`src/rtl/fwd_hazard_unit.sv`:
```
// fwd_hazard_unit: EX operand forwarding selects and load-use stall control for a 5-stage pipe.
module fwd_hazard_unit #(
  parameter int REG_W    = 5,
  parameter int LOAD_LAT = 1
) (
  input  logic             clk,
  input  logic             rst,
  input  logic             id_valid,
  input  logic [REG_W-1:0] id_rs,
  input  logic [REG_W-1:0] id_rt,
  input  logic             id_uses_rs,
  input  logic             id_uses_rt,
  input  logic [REG_W-1:0] id_rd,
  input  logic             id_reg_write,
  input  logic             id_mem_read,
  input  logic             flush,
  output logic [1:0]       fwd_a,
  output logic [1:0]       fwd_b,
  output logic             stall
);
  typedef enum logic {RUN, HOLD} state_t;
  typedef struct packed {
    logic             valid;
    logic [REG_W-1:0] rs;
    logic [REG_W-1:0] rt;
    logic             uses_rs;
    logic             uses_rt;
    logic [REG_W-1:0] rd;
    logic             wr;
    logic             mrd;
  } ex_t;
  typedef struct packed {
    logic             valid;
    logic [REG_W-1:0] rd;
    logic             wr;
  } wbk_t;
  ex_t    ex_q, ex_d;
  wbk_t   mem_q, mem_d, wb_q, wb_d;
  state_t state_q, state_d;
  logic [1:0] cnt_q, cnt_d;
  logic hazard;
  // MEM-stage producer wins over WB; register 0 is hardwired and never forwarded
  function automatic logic [1:0] sel(input logic use_r, input logic [REG_W-1:0] r);
    logic live;
    live = ex_q.valid & use_r & (r != '0);
    return (live & mem_q.valid & mem_q.wr & (mem_q.rd == r)) ? 2'b01 :
           (live & wb_q.valid & wb_q.wr & (wb_q.rd == r))    ? 2'b10 : 2'b00;
  endfunction
  always_comb begin
    fwd_a  = sel(ex_q.uses_rs, ex_q.rs);
    fwd_b  = sel(ex_q.uses_rt, ex_q.rt);
    hazard = id_valid & ex_q.valid & ex_q.mrd & ex_q.wr & (ex_q.rd != '0) &
             ((id_uses_rs & (id_rs == ex_q.rd)) | (id_uses_rt & (id_rt == ex_q.rd)));
    stall   = 1'b0;
    state_d = state_q;
    cnt_d   = cnt_q;
    if (state_q == RUN) begin
      stall = hazard & ~flush;
      if (stall && LOAD_LAT > 1) begin
        state_d = HOLD;
        cnt_d   = 2'(LOAD_LAT - 1);
      end
    end else begin
      stall = ~flush;
      cnt_d = cnt_q - 2'd1;
      state_d = (cnt_q == 2'd1 || flush) ? RUN : HOLD;
    end
    ex_d  = (!stall && !flush && id_valid) ?
            '{1'b1, id_rs, id_rt, id_uses_rs, id_uses_rt, id_rd, id_reg_write, id_mem_read} : '0;
    mem_d = '{ex_q.valid, ex_q.rd, ex_q.wr};
    wb_d  = mem_q;
  end
  always_ff @(posedge clk) begin
    if (rst) begin
      ex_q    <= '0;
      mem_q   <= '0;
      wb_q    <= '0;
      state_q <= RUN;
      cnt_q   <= '0;
    end else begin
      ex_q    <= ex_d;
      mem_q   <= mem_d;
      wb_q    <= wb_d;
      state_q <= state_d;
      cnt_q   <= cnt_d;
    end
  end
endmodule

```
`config.mk`:
```
export PLATFORM = sky130hd
export DESIGN_NAME = fwd_hazard_unit
export DESIGN_NICKNAME = d
export VERILOG_FILES = /design/src/rtl/fwd_hazard_unit.sv
export SDC_FILE = /design/constraint.sdc
export NUM_CORES = 1
export LEC_CHECK = 0
export CELL_PAD_IN_SITES_DETAIL_PLACEMENT = 0
export CELL_PAD_IN_SITES_GLOBAL_PLACEMENT = 2
export CORE_ASPECT_RATIO = 0.7
export CORE_MARGIN = 2
export CORE_UTILIZATION = 32
export CTS_CLUSTER_DIAMETER = 100
export DETAILED_ROUTE_END_ITERATION = 16
export GPL_ROUTABILITY_DRIVEN = 1
export PLACE_DENSITY_LB_ADDON = 0.1
export SYNTH_ARGS = -nofsm -noshare
export SYNTH_HDL_FRONTEND = slang
export SYNTH_SLANG_ARGS = --single-unit
```
`constraint.sdc`:
```
create_clock -name clk -period 1.9 [get_ports clk]
set_input_delay 0.285 -clock clk [delete_from_list [all_inputs] [get_ports clk]]
set_output_delay 0.285 -clock clk [all_outputs]
set_load 0.01 [all_outputs]
```
; ---- Word-level counts from Yosys, hierarchy flattened
; Index checks and enable logic that the tools add are counted.
; Widths: inputs -> output; s select.
[op_classes]
n_addsub = 1
eq_ne = 7
muxes = 7
bitwise_logic = 28
reduce_logical = 10
[op_table]
columns = op, n
row1 = $eq 5x5->1, 6
row2 = $and 1x1->1, 24
row3 = $mux 20, 1
row4 = $reduce_bool 5->1, 3
row5 = $mux 2, 4
row6 = $reduce_or 2->1, 2
row7 = $not 1->1, 3
row8 = $eq 2x1->1 const B, 1
row9 = $logic_and 1x1->1, 2
row10 = $logic_not 1->1, 2
row11 = $mux 1, 2
row12 = $sub 2x1->2 const B, 1
row13 = $logic_or 1x1->1, 1
row14 = $or 1x1->1, 1
[totals]
register_bits = 37
output_inout_bits = 5
wordCells = 69

; ---- Longest topological paths before layout
; Gate-level depths: netlist of run 1.
[logic_depth]
word_depth = 12
mapped_depth = 5

; ---- Worst setup path before layout of run 1
; Ideal clock, no wire load.
[synth_timing]
path_type = register -> output
from = register ex_q[15] (netlist bit)
to = output fwd_a[1]
arrival_ps = 1458
slack_ps = 157
stages_incl_launch_ff = 5
n_path_buf = 0
path_cell_list = dfxtp_1 or4_1 o211ai_1 nor4_1 nor3_1
[synth_between]
elab_chain_cells = 7
word_cells_on_any_way = 12
[synth_lines]
columns = item, line_no
row1 = "start, declared", 37  ; ex_t ex_q, ex_d;
row2 = "start signal, assigned", 75  ; ex_q <= '0;
row3 = "start signal, assigned", 81  ; ex_q <= ex_d;
row4 = $reduce_bool 5->1, 45  ; live = ex_q.valid & use_r & (r != '0);
row5 = $and 1x1->1, 45
row6 = $and 1x1->1 (3 in series), 47  ; (live & wb_q.valid & wb_q.wr & (wb_q.rd == r)) ? 2'b10 : 2'b00;
row7 = $mux 2, 47
row8 = $mux 2 *, 46  ; return (live & mem_q.valid & mem_q.wr & (mem_q.rd == r)) ? 2'b01 :
row9 = "end, declared", 17  ; output logic [1:0] fwd_a,
; Every way passes the cells marked *; elsewhere a longest branch is shown, timed or not.

; ---- Final worst setup path of run 1
[layout_timing]
from = register ex_q[11] (netlist bit)
to = output fwd_b[1]
[layout_between]
elab_chain_cells = 7
word_cells_on_any_way = 12
[layout_lines]
columns = item, line_no
row1 = $reduce_bool 5->1, 45
row2 = $and 1x1->1, 45
row3 = $and 1x1->1 (3 in series), 47
row4 = $mux 2, 47
row5 = $mux 2 *, 46
row6 = "end, declared", 18  ; output logic [1:0] fwd_b,
; Marked as above.

==> results.toml, run 1 <==
[outcome]
outcome = "finished with violations"
violations = "setup timing"

[logic_synthesis]
synth_warnings = 0
synthCells = 150
synth_cell_types = 28
ys_seq_area_share_pct = 47.8
synth_nets = 174
syn-cell-area_sq_um = 1550
ys_ff_latch = 37
avgSynthCellArea_sq_um = 10.3

[die]
coreArea_sq_um = 4730
fp.dieH_microns = 62.2
die-area_sq_um = 5430
fp.dieW_microns = 87.2
io_pins = 28
floorplan.initialDensity_pct = 32.8
row_count = 21

[drt]
vias = 1212
via_per_inst = 4.49
wl_mm = 3.64
drt_iter0_drc = 18
wl_per_cell_microns = 13.5
firstDrtPassIters = 4
drc_errors = 0
ant_nets = 0

[clocking]
cts_tree = "yes"
numCtsBuffers = 5
htree_levels = 2
clk_pin_slew_worst_paths_ns = 0.07
clock_sinks = 37
clk_latency_ns = 0.29
ctsLongestPathBuffers = 2
root_buffer = "clkbuf_8"

[layout]
final_cells = 270
postLayoutCoreUtil_pct = 47.2
regArea_sq_um = 751
drive_gt1_share_pct = 26.8
finalNetCount = 236
multi_input_comb_area_sq_um = 805
final_cell_mix = "buf_4 (33), dfxtp_1 (31), xnor2_1 (21), clkdlybuf4s50_1 (16), nor2b_1 (14)"
fill_cells = 453
antenna_cells = 0
fin_area_sq_um = 2230
final_common_cell = "buf_4"
syn_to_final_growth_pct = 43.9

[placement]
pre_cts_slack_ns = -0.438
place.port_buffers = 27
dp_cells = 256
place_area_sq_um = 2070
place.gp.congestion = 0.827
hpwl_mm = 2.73

[sta]
slew_headroom_pct = 78.6
clock_skew_ns = 0.00459
whs_ns = 0.278
max_freq_mhz = 468
finalMaxSlewViolations = 0
rsz0062_at_grt = "true"
setup_viol = 4
timing.final.ws_setup_ns = -0.234
worstMarginPinSlew_ns = 0.318
period_minus_slack_ns = 2.13
finalHoldViolCount = 0
fin_crit_sh_pct = 112

[global_route]
grt_overflow = 0
grtUsageTotal_pct = 14.5
grt_max_degree = 21
antenna_found_initial = 0
grt_pass1_vias = 1201
grt_pass1_wl_mm = 5.99

[setup_path]
rr_endpoint = "ex_q[14]"
r2r_slack_ns = 0.28
crit_end = "fwd_b[1]"
end_kind = "output pin"
startpoint = "ex_q[11]"
crit_type = "register to output pin"
cp.required_ns = 1.62
cp.arrival_ns = 1.85
r2r_cells = 5
worstReg2RegStart = "ex_q[4]"
startpoint_type = "register"
cp_max_fo = 2

[min_path]
worstHoldStart = "id_rs[2]"
hp-class = "input port to register"

[power_and_ir_drop]
cellLeakagePower_nw = 1.03
powerDensity_nw_per_um2 = 672
vdd_drop_max_uv = 262

[job]
max_cap_viol_count = 0
-- flip-flops by register name (all words and copies together), names as in the netlist --
register,flops
mem_q,7
cnt_q,2
ex_q,20
wb_q,7
state_q,1
-- per-layer routing --
metal	global-route usage [%]	vias to the layer above	wire length [microns]
li1	-	647	-
met1	21.2	537	1910
met2	19.8	21	1550
met3	3.99	7	121
met4	6.35	0	59
met5	0	-	0
-- power by group --
part / leakage (nW) / switching, mW / internal, mW
combinational: 0.683 / 0.0602 / 0.0972
sequential: 0.303 / 0.0140 / 0.791
clock: 0.0385 / 0.278 / 0.259
total: 1.03 / 0.352 / 1.15
-- timing repair --
action                                  4_1_cts  5_1_grt
endpoints found under the setup margin        5        5
pin swaps                                     9       12
resized for setup                            33        7
setup buffers                                 4        5
hold buffers                                  0        0
-- cells in the mapped netlist --
cell	n	area (sq um)
dfxtp_1	37	741
xnor2_1	21	184
nor2b_1	14	87.6
o211a_1	12	120
nand2_1	10	37.5
xor2_1	10	87.6
a21oi_1	7	35.0
nand4_1	6	37.5
nor3_1	4	20.0
nor4_1	4	25.0
clkbuf_1	3	11.3
nor2_1	3	11.3
nand2b_1	2	12.5
o211ai_1	2	15.0
or4_1	2	15.0
a21boi_0	1	7.51
buf_2	1	5.00
buf_6	1	11.3
ha_1	1	12.5
inv_1	1	3.75
mux2i_1	1	10.0
nand3_1	1	5.00
o21a_1	1	7.51
o21ai_0	1	5.00
o21ai_4	1	16.3
o22a_1	1	8.76
o22ai_1	1	6.26
or4_4	1	11.3
-- through the flow --
stage	power (mW)	setup TNS (ns)
floorplan	0.885	0
global placement	0.976	-1.47
detailed placement	0.976	-1.51
CTS	1.52	-0.835
global route	1.57	-1.12
finish	1.50	-0.697
-- logic make-up after synthesis --
group	after synthesis	share of synthesized area [%]
XOR/XNOR	31	17.5
multiplexers	1	0.646
adder cells (fa/ha/maj)	1	0.807
flip-flops	37	47.8
AO/OA/AOI/OAI	27	14.3
buffers and inverters	6	2.02
AND/OR/NAND/NOR	47	16.9
-- area by class of cell --
type | instances | share of cell area (%)
multi-input combinational | 107 | 36.1
sequential | 37 | 33.7
timing repair buffer | 60 | 23.2
clock buffer | 7 | 3.42
tap | 57 | 3.20
clock inverter | 1 | 0.337
inverter | 1 | 0.168
-- worst min-delay path by stage --
stage / to / cells past startpoint / slack (ns)
after detailed placement: wb_q[6] / 1 / 0.45
after global routing: ex_q[16] / 2 / 0.27
after global placement: wb_q[6] / 1 / 0.45
after CTS: ex_q[10] / 2 / 0.39
after floorplan: mem_q[0] / 1 / 0.36
final: ex_q[16] / 2 / 0.28
-- worst max-delay path, cell delays in order, from the launching register on --
cell	delay [ns]
dfxtp_2	0.33
or4_1	0.50
o211ai_1	0.30
buf_4	0.17
buf_4	0.09
nor3_1	0.03
buf_2	0.15
Power figures use the tool's default switching activity.
==> run 2, diff against run 1 <==
--- a/config.mk
+++ b/config.mk
@@ -6,10 +6,10 @@
 export NUM_CORES = 1
 export LEC_CHECK = 0
 export CELL_PAD_IN_SITES_DETAIL_PLACEMENT = 0
-export CELL_PAD_IN_SITES_GLOBAL_PLACEMENT = 2
+export CELL_PAD_IN_SITES_GLOBAL_PLACEMENT = 1
 export CORE_ASPECT_RATIO = 0.7
 export CORE_MARGIN = 2
-export CORE_UTILIZATION = 32
+export CORE_UTILIZATION = 39
 export CTS_CLUSTER_DIAMETER = 100
 export DETAILED_ROUTE_END_ITERATION = 16
 export GPL_ROUTABILITY_DRIVEN = 1
==> results.toml, run 2 (same netlist as run 1, synthesis figures left out) <==
[die]
io_pins = 28
coreArea_sq_um = 3870
row_count = 19
die-area_sq_um = 4500
floorplan.initialDensity_pct = 40.0
fp.dieH_microns = 56.8
fp.dieW_microns = 79.4

[global_route]
grt_overflow = 0
antenna_found_initial = 0
grtUsageTotal_pct = 18.7
grt_max_degree = 21
grt_pass1_vias = 1328
grt_pass1_wl_mm = 6.33

[setup_path]
end_kind = "output pin"
cp.arrival_ns = 1.85
cp_max_fo = 2
cp.required_ns = 1.62
startpoint_type = "register"
crit_type = "register to output pin"

[drt]
wl_mm = 3.70
via_per_inst = 4.75
ant_nets = 0
drc_errors = 0
firstDrtPassIters = 4
vias = 1249
drt_iter0_drc = 43
wl_per_cell_microns = 14.1

[sta]
setup_viol = 4
finalHoldViolCount = 0
timing.final.ws_setup_ns = -0.234
finalMaxSlewViolations = 0
worstMarginPinSlew_ns = 0.347
max_freq_mhz = 469
period_minus_slack_ns = 2.13
clock_skew_ns = 0.00661
fin_crit_sh_pct = 112
whs_ns = 0.280
slew_headroom_pct = 76.6
rsz0062_at_grt = "true"

[layout]
largest_reg_flops = 20
syn_to_final_growth_pct = 41.5
top_register = "ex_q"
final_cell_mix = "dfxtp_1 (33), buf_4 (31), xnor2_1 (21), clkdlybuf4s50_1 (18), nor2b_1 (14)"
drive_gt1_share_pct = 25.1
reg_top3 = "ex_q x20, mem_q x7, wb_q x7"
finalNetCount = 234
final_common_cell = "dfxtp_1"
postLayoutCoreUtil_pct = 56.6
antenna_cells = 0

[clocking]
clk_latency_ns = 0.29
cts_tree = "yes"
ctsLongestPathBuffers = 2
clk_pin_slew_worst_paths_ns = 0.07
numCtsBuffers = 5
htree_levels = 2
root_buffer = "clkbuf_8"
clock_sinks = 37

[outcome]
violations = "setup timing"
outcome = "finished with violations"

[power_and_ir_drop]
combinationalPowerShare_pct = 10.6
cellLeakagePower_nw = 1.00
p_seq_share_pct = 54.2
vdd_drop_max_uv = 390
powerDensity_nw_per_um2 = 677
p_clk_share_pct = 35.1
p_int_mw = 1.14
switching_share_pct = 23.1
switchingPower_mw = 0.343

[placement]
hpwl_mm = 2.83
place.port_buffers = 27
place.gp.congestion = 0.803

[job]
max_cap_viol_count = 0

[min_path]
hp-class = "input port to register"
==> run 2: cell types whose count changed in the layout (fill, tap and decap cells not counted), sizes merged <==
cell           before  now
clkinv              0    2
clkinvlp            1    0
buf                38   36
clkdlybuf4s50      16   18
clkbuf              7    6
dlymetal6s2s        5    3
==> run 2: per-layer routing <==
layer / global-route usage [%] / part of all wire [%]
met3: 4.98 / 3.7
met2: 30.3 / 47
met1: 24.3 / 48
met5: 0 / 0
met4: 6.40 / 1.4
==> run 2: final timing paths <==
path	slack (ns)	end	startpoint	depth (start not counted)
hold reg to reg	0.46	wb_q[0]	mem_q[0]	1
hold / removal	0.28	ex_q[18]	id_rs[4]	2
setup reg to reg	0.30	ex_q[12]	ex_q[5]	6
setup / recovery	-0.23	fwd_a[1]	ex_q[18]	5
==> run 2: layout make-up <==
| cell class | count | area (sq um) |
|---|---|---|
| fillers | 363 | 1680 |
| multi-input cells | 107 | 800 |
| flip-flops and latches | 37 | 746 |
| repair buffers | 58 | 497 |
| clock buffers | 6 | 72.6 |
| well taps | 52 | 65.1 |
| clock inverters | 2 | 10.0 |
| inverters | 1 | 3.75 |
==> run 2: power by group through the flow <==
stage,combinational [mW],sequential (mW),clock [mW]
floorplan,0.0640,0.821,0
global placement,0.150,0.823,0
detailed placement,0.152,0.823,0
CTS,0.156,0.805,0.540
global route,0.172,0.807,0.575
finish,0.158,0.806,0.522
==> run 2: critical path, stage by stage, from the launching register on <==
cell      delay (ns)
dfxtp_2         0.33
or4_4           0.52
o211ai_1        0.26
nor4_2          0.10
nor3_1          0.20
buf_2           0.16
==> run 2: stage by stage <==
stage	TNS (ns)	cells	area (sq um)	worst slack, ns	total power, mW
global placement	-1.31	249	2050	-0.406	0.973
finish	-0.749	263	2190	-0.234	1.49
floorplan	0	150	1550	0.157	0.885
global route	-1.21	263	2190	-0.372	1.55
CTS	-0.704	259	2150	-0.235	1.50
detailed placement	-1.47	249	2050	-0.431	0.975
==> run 2: timing repair <==
action,CTS,global route
resized for setup,29,5
pin swaps,7,8
hold buffers,0,0
setup endpoints to repair,5,5
buffers inserted,3,4
